===== src/rtl/clk_rate_monitor.sv =====
`default_nettype none
// ============================================================================
//  Module      : clk_rate_monitor
//  Description : Qualifies the 24-bit rate word from the clock rate counter
//                against an [lo,hi] window once per sample period, debounces
//                the result into an IDLE/ACQ/LOCKED/FAULT lock machine,
//                raises clk_ok while locked and counts loss-of-lock events.
//  Revision    : 1.0  initial release
// ----------------------------------------------------------------------------
//  Ports
//    clk125         in   1   system clock (125 MHz)
//    reset_n_in     in   1   asynchronous active-low reset
//    rate_value     in  24   rate word; 24'hFFFFFF = upstream in reset
//    clear_counts   in   1   synchronous pulse, zeroes glitch_count
//    sample_strobe  out  1   one-cycle pulse, other outputs just updated
//    rate_latched   out 24   last sampled rate_value
//    in_range       out  1   last sample was inside [lo,hi]
//    clk_state      out  2   0=IDLE 1=ACQ 2=LOCKED 3=FAULT
//    clk_ok         out  1   high while clk_state==LOCKED
//    glitch_count   out 16   LOCKED->FAULT transitions, saturating
// ============================================================================
module clk_rate_monitor #(
  parameter int unsigned SAMPLE_PERIOD = 8388609,
  parameter int unsigned EXP_COUNT     = 400000,
  parameter int unsigned TOL           = 400,
  parameter int unsigned LOCK_CNT      = 3,
  parameter int unsigned LOSS_CNT      = 2
) (
  input  logic        clk125,
  input  logic        reset_n_in,
  input  logic [23:0] rate_value,
  input  logic        clear_counts,
  output logic        sample_strobe,
  output logic [23:0] rate_latched,
  output logic        in_range,
  output logic [1:0]  clk_state,
  output logic        clk_ok,
  output logic [15:0] glitch_count
);

  // --------------------------------------------------------------------------
  // Constants
  // --------------------------------------------------------------------------
  localparam logic [23:0] INVALID_WORD = 24'hFFFFFF;
  localparam logic [23:0] TICK_LAST    = 24'(SAMPLE_PERIOD - 1);

  // Window bounds: lo saturates at 0, hi saturates just below the invalid
  // marker so that 24'hFFFFFF can never qualify as in range.
  localparam int unsigned LO_INT  = (EXP_COUNT > TOL) ? (EXP_COUNT - TOL) : 0;
  localparam int unsigned HI_RAW  = EXP_COUNT + TOL;
  localparam int unsigned HI_INT  = (HI_RAW > 32'h00FF_FFFE) ? 32'h00FF_FFFE : HI_RAW;
  localparam logic [23:0] LO_BOUND = 24'(LO_INT);
  localparam logic [23:0] HI_BOUND = 24'(HI_INT);

  localparam logic [3:0]  LOCK_TH  = 4'(LOCK_CNT);
  localparam logic [3:0]  LOSS_TH  = 4'(LOSS_CNT);
  localparam logic [3:0]  CNT_MAX  = 4'hF;
  localparam logic [15:0] GLITCH_MAX = 16'hFFFF;

  typedef enum logic [1:0] {
    ST_IDLE   = 2'd0,
    ST_ACQ    = 2'd1,
    ST_LOCKED = 2'd2,
    ST_FAULT  = 2'd3
  } state_e;

  // --------------------------------------------------------------------------
  // State
  // --------------------------------------------------------------------------
  logic [23:0] tick_cnt_q,     tick_cnt_d;
  state_e      state_q,        state_d;
  logic [3:0]  good_q,         good_d;
  logic [3:0]  bad_q,          bad_d;
  logic        strobe_q,       strobe_d;
  logic [23:0] rate_latched_q, rate_latched_d;
  logic        in_range_q,     in_range_d;
  logic        clk_ok_q,       clk_ok_d;
  logic [15:0] glitch_q,       glitch_d;

  // Combinational helpers
  logic        tick;
  logic        sample_valid;
  logic        sample_in;
  logic [3:0]  good_inc;
  logic [3:0]  bad_inc;
  logic        glitch_inc;

  // --------------------------------------------------------------------------
  // Register process
  // --------------------------------------------------------------------------
  always_ff @(posedge clk125 or negedge reset_n_in) begin
    if (!reset_n_in) begin
      tick_cnt_q     <= '0;
      state_q        <= ST_IDLE;
      good_q         <= '0;
      bad_q          <= '0;
      strobe_q       <= 1'b0;
      rate_latched_q <= '0;
      in_range_q     <= 1'b0;
      clk_ok_q       <= 1'b0;
      glitch_q       <= '0;
    end else begin
      tick_cnt_q     <= tick_cnt_d;
      state_q        <= state_d;
      good_q         <= good_d;
      bad_q          <= bad_d;
      strobe_q       <= strobe_d;
      rate_latched_q <= rate_latched_d;
      in_range_q     <= in_range_d;
      clk_ok_q       <= clk_ok_d;
      glitch_q       <= glitch_d;
    end
  end

  // --------------------------------------------------------------------------
  // Next-state process
  // --------------------------------------------------------------------------
  always_comb begin
    // Defaults: hold everything, no strobe, no glitch event.
    tick_cnt_d     = tick_cnt_q;
    state_d        = state_q;
    good_d         = good_q;
    bad_d          = bad_q;
    strobe_d       = 1'b0;
    rate_latched_d = rate_latched_q;
    in_range_d     = in_range_q;
    glitch_d       = glitch_q;
    glitch_inc     = 1'b0;

    // Sample timer. rate_value is held for a whole period by the upstream
    // counter in this same domain, so any phase of the tick is safe.
    tick = (tick_cnt_q == TICK_LAST);
    if (tick) begin
      tick_cnt_d = '0;
    end else begin
      tick_cnt_d = tick_cnt_q + 24'd1;
    end

    sample_valid = (rate_value != INVALID_WORD);
    sample_in    = sample_valid && (rate_value >= LO_BOUND) && (rate_value <= HI_BOUND);
    good_inc     = (good_q == CNT_MAX) ? CNT_MAX : (good_q + 4'd1);
    bad_inc      = (bad_q  == CNT_MAX) ? CNT_MAX : (bad_q  + 4'd1);

    if (tick) begin
      strobe_d       = 1'b1;
      rate_latched_d = rate_value;
      in_range_d     = sample_in;

      if (!sample_valid) begin
        // Upstream counter is itself in reset: forget all history.
        state_d = ST_IDLE;
        good_d  = '0;
        bad_d   = '0;
      end else if (sample_in) begin
        good_d = good_inc;
        bad_d  = '0;
        unique case (state_q)
          ST_IDLE, ST_ACQ: begin
            state_d = (good_inc >= LOCK_TH) ? ST_LOCKED : ST_ACQ;
          end
          ST_LOCKED: begin
            state_d = ST_LOCKED;
          end
          ST_FAULT: begin
            // Recovery restarts acquisition from a single good sample.
            good_d  = 4'd1;
            state_d = (LOCK_TH <= 4'd1) ? ST_LOCKED : ST_ACQ;
          end
        endcase
      end else begin
        good_d = '0;
        bad_d  = bad_inc;
        unique case (state_q)
          ST_IDLE, ST_ACQ: begin
            state_d = ST_IDLE;
          end
          ST_LOCKED: begin
            if (bad_inc >= LOSS_TH) begin
              state_d    = ST_FAULT;
              glitch_inc = 1'b1;
            end
          end
          ST_FAULT: begin
            state_d = ST_FAULT;
          end
        endcase
      end
    end

    // A clear always beats a coincident increment.
    if (clear_counts) begin
      glitch_d = '0;
    end else if (glitch_inc && (glitch_q != GLITCH_MAX)) begin
      glitch_d = glitch_q + 16'd1;
    end

    // Registered copy of the lock decision, aligned with clk_state.
    clk_ok_d = (state_d == ST_LOCKED);
  end

  // --------------------------------------------------------------------------
  // Outputs (all straight from registers)
  // --------------------------------------------------------------------------
  assign sample_strobe = strobe_q;
  assign rate_latched  = rate_latched_q;
  assign in_range      = in_range_q;
  assign clk_state     = state_q;
  assign clk_ok        = clk_ok_q;
  assign glitch_count  = glitch_q;

endmodule
`default_nettype wire


===== config.mk =====
export PLATFORM = sky130hd
export DESIGN_NAME = clk_rate_monitor
export DESIGN_NICKNAME = d
export VERILOG_FILES = /design/src/rtl/clk_rate_monitor.sv
export SDC_FILE = /design/constraint.sdc
export NUM_CORES = 1
export LEC_CHECK = 0
export ABC_AREA = 1
export CORE_MARGIN = 3
export CORE_UTILIZATION = 60
export CTS_BUF_LIST = sky130_fd_sc_hd__clkbuf_4
export CTS_CLUSTER_SIZE = 28
export DETAILED_ROUTE_END_ITERATION = 8
export GPL_TIMING_DRIVEN = 0
export PLACE_DENSITY = 0.95
export SETUP_SLACK_MARGIN = 0.1
export SLEW_MARGIN = 20
export SYNTH_ARGS = -nofsm -noshare
export SYNTH_HDL_FRONTEND = slang
export SYNTH_SLANG_ARGS = --single-unit

===== constraint.sdc =====
create_clock -name clk125 -period 3.3 [get_ports clk125]
set_input_delay 0.66 -clock clk125 [delete_from_list [all_inputs] [get_ports clk125]]
set_output_delay 0.66 -clock clk125 [all_outputs]
set_load 0.05 [all_outputs]

==> summary.txt, run 1 <==
Status
  • Outcome: completed

Routing
  • WL final: 11100 um
  • Post-route DRC: 0
  • Routed Antenna Nets: 0
  • DR pass1 iterations: 5
  • Drt wl/cell: 14.7 um
  • DR vias: 4292
  • DR iter-0 viols: 335
  • Vias per inst: 5.65

Setup path
  • Slowest CP cell: clkdlybuf4s50_1
  • Critical path cell sequence: clkdlybuf4s50_1
  • Startpoint types: register
  • Worst Path Required: 2640 ps
  • Worst path max stage delay: 850 ps
  • Critical path data arrival time: 1780 ps
  • Worst setup path start: glitch_count[2]
  • Critical path class: reg2out
  • Crit-path max FO: 6
  • Buf+Inv Stages, Crit Path: 1
  • R2r startpoint: tick_cnt_q[0]
  • CP top delay family: buffers and inverters
  • Worst setup EP type: output pin

Clock tree
  • Num CTS Buffers: 9
  • # resized after CTS: 0
  • Clk sink count: 77
  • Post-CTS Setup Inserts: 0
  • Hold-fix buffer count after cts: 0
  • Clk root buf: clkbuf_4
  • Skew-Pair Late Insertion Delay: 440 ps
  • CTS Buffer Depth: 2
  • H-tree depth: 3
  • CTS tree: built
  • Reg clk slew, reported paths: 130 ps

Synth
  • Netlist cell types: 34
  • Main flop type after synthesis: dfrtp_1
  • Post-Synth Adder-Cell Area: 1.42%
  • Syn Area/Cell: 7.67 um^2
  • Post-synthesis mux area share: 0%
  • Largest family of logic cells by synthesized area: simple AND/OR/NAND/NOR gates
  • Total number of yosys warnings: 0
  • XOR/XNOR Fraction of Synth Area: 6.35%
  • Fraction of registers with async set/reset: 100%
  • Syn nets: 608
  • Synthesized instance count: 576
  • Simple-gate share of the synthesized area: 36.3%
  • Yosys reg bits: 77
  • Syn Std Cell Area: 4420 um^2
  • Sequential area share after synthesis: 43.6%
  • Post-synth EDFFs: 0
  • Synth Area in Compound Gates: 4.14%

Place
  • Pre-CTS setup slack: 698 ps
  • Buffers on Ports: 71
  • Final HPWL DP: 8410 um
  • Gp weighted congestion: 0.950

STA
  • Clk_skew: 14.4 ps
  • Final Max Slew Viols: 0
  • RSZ-0062 raised after global routing: false
  • Final setup TNS: 0 ps
  • Hold Vio Cnt, Final: 0
  • Time the worst path needs with I/O delays and setup: 2440 ps
  • Final Cycle Share: 73.9%
  • Max-slew headroom: 59.8%
  • Final setup vio count: 0
  • Measured slew at the worst slew-check pin: 598 ps
  • Final WS setup: 860 ps
  • Fmax: 0.410 GHz

Global route
  • Largest net degree at the start of global routing: 43
  • Overflow after GRT: 0
  • GRT Overall Usage: 27.2%
  • Number of global-route vias before repair: 4238
  • Initial antenna violation count: 0
  • First-pass GRT wire length: 18700 um

Floorplan
  • Die height: 91.8 um
  • Initial core utilization: 63.2%
  • Die ar.: 8420 um^2
  • CORE AREA: 6980 um^2
  • FP Rows: 30
  • IO Count: 72
  • Die W: 91.8 um

Hold path
  • Worst hold path class: in2async

Finish
  • ANT cells: 0
  • Share of cells above drive strength 1: 8.73%
  • Fillers: 500
  • Synth-to-layout area growth: 22.4%
  • Final core occ: 77.4%
  • Commonest non-fill, non-tap cell in the layout: nand2_1
  • Most frequent cells in the layout: nand2_1, dfrtp_1, clkdlybuf4s50_1
  • Final #Nets: 691

Power and ir drop
  • Worst vdd ir: 0.224 mV
  • Pwr dens: 301 nW/um^2
  • Static Leak: 2.63 nW

Flow run
  • Maxcap violations: 0
## power breakdown
group / leakage, nW / switching [mW] / internal, mW
clock: 0.0724 / 0.350 / 0.238
combinational: 1.68 / 0.0587 / 0.0385
sequential: 0.879 / 0 / 0.943
total: 2.63 / 0.408 / 1.22
## cell type report
cell class / count / area [um^2] / area share [%]
multi-input cells: 411 / 2130 / 39.4
flip-flops and latches: 77 / 1930 / 35.7
repair buffers: 72 / 728 / 13.5
inverters: 76 / 285 / 5.28
well taps: 96 / 120 / 2.22
clock buffers: 10 / 75.1 / 1.39
plain buffers: 12 / 73.8 / 1.37
clock inverters: 6 / 63.8 / 1.18
## per-layer routing
metal,wire length [um],vias up,track usage [%]
met3,880,21,7.30
met1,4520,2037,32.1
li1,-,2028,-
met5,0,-,0
met2,5540,206,46.9
met4,200,0,11.0
## sequential cells by signal, indices dropped and copies added (netlist names)
signal         flops
glitch_count      16
in_range           1
sample_strobe      1
tick_cnt_q        24
clk_ok             1
clk_state          2
rate_latched      24
good_q             4
bad_q              4
## path summary, 6_finish.rpt
check | end | slack (ps) | cells after the start
max in group asynchronous | rate_latched[7] | 2550 | 2
setup / recovery | glitch_count[2] | 860 | 1
hold / removal | tick_cnt_q[9] | 160 | 1
hold reg to reg | rate_latched[23] | 490 | 2
setup reg to reg | rate_latched[20] | 1190 | 11
min in group clk125 | rate_latched[23] | 490 | 2
## cells by family after synthesis
kind of cell	after synthesis
AND/OR/NAND/NOR	339
AO/OA/AOI/OAI	35
buffers and inverters	88
adder cells (fa/ha/maj)	5
flip-flops	77
XOR/XNOR	32
## metrics by stage
stage	hold slack [ps]	total power, mW	instance area, um^2	instances
after detailed placement	462	1.06	5260	744
after global routing	170	1.68	5400	760
after CTS	164	1.63	5400	760
final	157	1.63	5400	760
after global placement	454	1.05	5250	743
after floorplan	364	0.989	4420	576
## synthesized netlist by cell type, types with 2 or more instances
master / count / area share [%]
inv_1: 69 / 5.9
nor2_2: 4 / 0.57
nand3_1: 43 / 4.9
buf_2: 4 / 0.45
inv_2: 7 / 0.60
clkbuf_1: 4 / 0.34
o21ai_0: 27 / 3.1
xor2_1: 27 / 5.4
nor2_1: 57 / 4.8
xnor2_1: 5 / 0.99
nand2_4: 2 / 0.51
a21oi_1: 4 / 0.45
nand2_1: 156 / 13
nor4_1: 7 / 0.99
nand3_2: 12 / 2.7
ha_1: 5 / 1.4
buf_4: 2 / 0.34
dfrtp_1: 77 / 44
nor3_1: 16 / 1.8
nor2_4: 3 / 0.77
nand4_1: 32 / 4.5
No activity file was read; power rests on OpenSTA's default activity.
==> inputs of run 2 (changes only) <==
Settings changed: CORE_UTILIZATION 60 to 56, PLACE_DENSITY 0.95 to 0.9.
Clock period 3.3 ns to 2.51 ns, I/O delays scaled along.
==> summary.txt, run 2 (synthesis gave the netlist of run 1 again) <==
Finish
  • Most frequent cells in the layout: nand2_1, dfrtp_1, clkdlybuf4s50_1
  • ANT cells: 0 (unchanged)
  • Synth-to-layout area growth: 23.0%
  • Final non-filler cell total: 763 (+0.39%)
  • Final core occ: 73.0% (-4.4 points)
  • Final #Nets: 691 (unchanged)
  • Commonest non-fill, non-tap cell in the layout: nand2_1
  • Share of cells above drive strength 1: 8.73% (unchanged)

Clock tree
  • Post-CTS Setup Inserts: 0 (unchanged)
  • CTS Buffer Depth: 2 (unchanged)
  • Hold-fix buffer count after cts: 0 (unchanged)
  • Num CTS Buffers: 9 (unchanged)
  • CTS tree: built
  • Reg clk slew, reported paths: 140 ps (about the same)
  • Clk root buf: clkbuf_4
  • Clk sink count: 77 (unchanged)
  • Skew-Pair Late Insertion Delay: 440 ps (about the same)
  • H-tree depth: 3 (unchanged)
  • # resized after CTS: 0 (unchanged)

Global route
  • First-pass GRT wire length: 18400 um (-1.2%)
  • Initial antenna violation count: 0 (unchanged)
  • GRT Overall Usage: 26.1% (-1.1 points)
  • Overflow after GRT: 0 (unchanged)
  • Largest net degree at the start of global routing: 41 (-4.7%)
  • Number of global-route vias before repair: 4095 (-3.4%)

Power and ir drop
  • Worst vdd ir: 0.330 mV (+47%)
  • Pwr dens: 414 nW/um^2 (+37%)
  • Static Leak: 2.64 nW (+0.40%)

Setup path
  • Slowest CP cell: clkdlybuf4s50_1
  • CP top delay family: buffers and inverters
  • Crit-path max FO: 6 (unchanged)
  • Worst setup EP type: output pin
  • Critical path class: reg2out
  • Buf+Inv Stages, Crit Path: 1 (unchanged)
  • Worst path max stage delay: 850 ps (about the same)
  • Worst Path Required: 2010 ps (-630 ps)
  • Critical path data arrival time: 1780 ps (about the same)
  • Critical path cell sequence: clkdlybuf4s50_1
  • Startpoint types: register

Floorplan
  • Die ar.: 8990 um^2 (+6.7%)
  • Initial core utilization: 59.3% (-4.0 points)
  • IO Count: 72 (unchanged)
  • Die W: 94.8 um (+3.3%)
  • CORE AREA: 7450 um^2 (+6.7%)
  • FP Rows: 31 (+3.3%)
  • Die height: 94.8 um (+3.3%)

STA
  • Clk_skew: 19.0 ps (+4.56 ps)
  • Hold_ws: -6.62 ps (-164 ps)
  • Final Max Slew Viols: 0 (unchanged)
  • Final setup vio count: 0 (unchanged)
  • Max-slew headroom: 61.4% (+1.6 points)
  • Final Cycle Share: 91.1%
  • Time the worst path needs with I/O delays and setup: 2290 ps
  • RSZ-0062 raised after global routing: false
  • Fmax: 0.437 GHz
  • Hold Vio Cnt, Final: 6 (+6)
  • Measured slew at the worst slew-check pin: 575 ps (-23.5 ps)

Place
  • Gp weighted congestion: 0.926 (-2.6%)
  • Buffers on Ports: 71 (unchanged)
  • Placed Cells: 747 (+0.40%)
  • Final HPWL DP: 8030 um (-4.6%)

Routing
  • DR vias: 4149 (-3.3%)
  • Routed Antenna Nets: 0 (unchanged)
  • Drt wl/cell: 13.9 um (-4.9%)
  • DR iter-0 viols: 322 (-3.9%)
  • WL final: 10600 um (-4.5%)
  • DR pass1 iterations: 4 (-1)
  • Vias per inst: 5.44 (-3.7%)
  • Post-route DRC: 0 (unchanged)

Status
  • Violations in the final reports: hold timing
  • Outcome: finished with violations

Hold path
  • Worst hold path class: in2async

Flow run
  • Maxcap violations: 0 (unchanged)
==> run 2: changes by cell type in the layout (fill, tap and decap cells not counted) <==
| cell | change |
|---|---|
| inv_6 | +2 |
| clkinv_2 | -1 |
| clkbuf_4 | -1 |
| bufinv_16 | +1 |
| clkinv_4 | -1 |
==> run 2: final timing paths <==
kind,slack (ps),to,depth (start not counted),start
setup / recovery,220,glitch_count[2],1,glitch_count[2]
hold / removal,-7,tick_cnt_q[9],1,reset_n_in
setup reg to reg,470,rate_latched[22],11,tick_cnt_q[0]
hold reg to reg,490,rate_latched[11],2,rate_latched[11]
max in group asynchronous,1930,rate_latched[7],2,reset_n_in
min in group clk125,490,rate_latched[11],2,rate_latched[11]
==> run 2: power by group <==
group / switching [mW] / internal [mW]
clock: 0.474 / 0.408
sequential: 0 / 1.24
combinational: 0.0763 / 0.0506
==> run 2: metrics by stage <==
step | area [um^2] | TNS [ps] | total power [mW] | hold slack, ps | setup WS (ps)
floorplan | 4420 | 0 | 1.30 | 206 | 473
global placement | 5250 | -129660 | 1.39 | 455 | -1690
detailed placement | 5270 | 0 | 1.39 | 462 | 68.1
CTS | 5430 | 0 | 2.26 | 8.66 | 209
global route | 5430 | 0 | 2.33 | 14.8 | 163
finish | 5430 | 0 | 2.25 | -6.62 | 223
==> run 2: layer usage <==
metal | wire, um | track usage [%] | part of all wire [%] | up-vias
li1 | - | - | - | 2026
met5 | 0 | 0 | 0 | -
met3 | 855 | 5.98 | 8.0 | 16
met2 | 4950 | 42.5 | 47 | 158
met4 | 195 | 10.2 | 1.8 | 0
met1 | 4640 | 33.8 | 44 | 1949
==> run 2: layout make-up <==
type                       instances  area, um^2
tap                               99         124
sequential                        77        1930
multi-input combinational        411        2130
clock inverter                     7        97.6
timing repair buffer              72         728
buffer                            12        73.8
fill                             582        2010
inverter                          76         285
clock buffer                       9        67.6
==> inputs of run 3 (changes only) <==
Settings changed: GPL_TIMING_DRIVEN 0 to unset, SLEW_MARGIN 20 to 25.
==> summary.txt, run 3 (synthesis gave the netlist of run 1 again) <==
Floorplan
  • Die W: 94.8 um (unchanged)
  • Die height: 94.8 um (unchanged)
  • Initial core utilization: 59.3% (unchanged)
  • FP Rows: 31 (unchanged)
  • CORE AREA: 7450 um^2 (unchanged)
  • Die ar.: 8990 um^2 (unchanged)
  • IO Count: 72 (unchanged)

Routing
  • Vias per inst: 5.43 (-0.17%)
  • Post-route DRC: 0 (unchanged)
  • DR iter-0 viols: 272 (-16%)
  • Drt wl/cell: 13.8 um (-1.4%)
  • DR vias: 4104 (-1.1%)
  • DR pass1 iterations: 7 (+3)
  • WL final: 10400 um (-2.3%)
  • Routed Antenna Nets: 0 (unchanged)

Setup path
  • CP top delay family: buffers and inverters
  • Worst Reg-to-Reg Cells: 10 (-1)
  • Startpoint types: register
  • WP depth: 1 (unchanged)
  • Slowest CP cell: clkdlybuf4s50_1
  • Critical path data arrival time: 1760 ps (-20 ps)
  • Worst setup EP type: output pin
  • Worst Path Required: 2010 ps (about the same)
  • R2r startpoint: bad_q[0]
  • Critical Path Sink: glitch_count[10]
  • Worst path max stage delay: 860 ps (about the same)
  • Reg-to-reg setup timing slack: 440 ps (-30 ps)
  • Critical path cell sequence: clkdlybuf4s50_1
  • Buf+Inv Stages, Crit Path: 1 (unchanged)
  • Worst setup path start: glitch_count[10]
  • Crit-path max FO: 5 (-1)
  • Critical path class: reg2out
  • FF-to-FF End: glitch_count[0]

STA
  • Max-slew headroom: 62.6% (+1.2 points)
  • Final Cycle Share: 90.2% (-0.93 points)
  • Fmax: 0.442 GHz (+1.0%)
  • Clk_skew: 11.0 ps (-7.92 ps)
  • Final setup TNS: 0 ps (unchanged)
  • Final Max Slew Viols: 0 (unchanged)
  • Hold_ws: 73.6 ps (+80.2 ps)
  • Measured slew at the worst slew-check pin: 557 ps (-18.2 ps)
  • Final WS setup: 246 ps (+23.3 ps)
  • Final setup vio count: 0 (unchanged)
  • Hold Vio Cnt, Final: 0 (-6)
  • Time the worst path needs with I/O delays and setup: 2260 ps (-23.3 ps)
  • RSZ-0062 raised after global routing: false

Clock tree
  • Hold-fix buffer count after cts: 0 (unchanged)
  • Skew-Pair Late Insertion Delay: 430 ps (about the same)
  • Post-CTS Setup Inserts: 0 (unchanged)
  • H-tree depth: 3 (unchanged)
  • Reg clk slew, reported paths: 130 ps (about the same)
  • Clk sink count: 77 (unchanged)
  • # resized after CTS: 0 (unchanged)
  • Num CTS Buffers: 9 (unchanged)
  • CTS Buffer Depth: 2 (unchanged)
  • Clk root buf: clkbuf_4
  • CTS tree: built

Finish
  • Share of cells above drive strength 1: 8.37% (-0.36 points)
  • Final #Nets: 684 (-1.0%)
  • Fillers: 581 (-0.17%)
  • Commonest non-fill, non-tap cell in the layout: nand2_1
  • ANT cells: 0 (unchanged)
  • Synth-to-layout area growth: 21.0%
  • Final core occ: 71.7% (-1.2 points)
  • Most frequent cells in the layout: nand2_1, dfrtp_1, clkdlybuf4s50_1

Place
  • Buffers on Ports: 71 (unchanged)
  • Pre-CTS setup slack: 178 ps (+110 ps)
  • Gp weighted congestion: 0.898 (-3.0%)
  • Final HPWL DP: 7810 um (-2.7%)

Hold path
  • Worst hold path class: in2async

Status
  • Outcome: completed

Global route
  • Number of global-route vias before repair: 4048 (-1.1%)
  • Overflow after GRT: 0 (unchanged)
  • GRT Overall Usage: 24.7% (-1.4 points)
  • Initial antenna violation count: 0 (unchanged)
  • First-pass GRT wire length: 17800 um (-3.4%)
  • Largest net degree at the start of global routing: 78 (+90%)

Power and ir drop
  • Tot Pwr: 2.01 mW (-11%)
  • Worst vdd ir: 0.258 mV (-22%)
  • Pwr dens: 376 nW/um^2 (-9.2%)
  • Static Leak: 2.60 nW (-1.5%)

Flow run
  • Maxcap violations: 0 (unchanged)
[run 3: changes by cell type in the layout (fill, tap and decap cells not counted), sizes merged]
cell / change
bufinv: -2
buf: -3
clkinv: +4
clkbuf: -4
inv: -2
[run 3: worst min-delay path by stage]
stage / from / endpoint / depth (start not counted)
final: reset_n_in / tick_cnt_q[5] / 2
after detailed placement: rate_latched[9] / rate_latched[9] / 2
after floorplan: reset_n_in / bad_q[0] / 0
after global routing: reset_n_in / tick_cnt_q[5] / 2
after CTS: reset_n_in / tick_cnt_q[5] / 2
after global placement: rate_latched[23] / rate_latched[23] / 2
[run 3: metrics by stage]
step	instance area, um^2	instances
2_1_floorplan	4420	576
3_3_place_gp	5230	740
3_5_place_dp	5230	740
4_1_cts	5340	756
5_1_grt	5340	756
6_report	5340	756
[run 3: area by class of cell]
class,count,area [um^2],share of cell area (%)
tap,99,124,2.32
clock buffer,9,67.6,1.26
clock inverter,7,42.5,0.796
multi-input combinational,411,2130,39.9
sequential,77,1930,36.1
inverter,76,285,5.34
timing repair buffer,77,766,14.3
[run 3: power breakdown]
part / switching, mW / total, mW / internal (mW)
combinational: 0.0769 / 0.127 / 0.0505
sequential: 0 / 1.24 / 1.24
clock: 0.444 / 0.640 / 0.196
[run 3: layer usage]
metal	wire (um)	track usage, %
met1	4380	31.7
met2	5050	40.9
met3	738	5.42
met4	229	9.25
met5	0	0
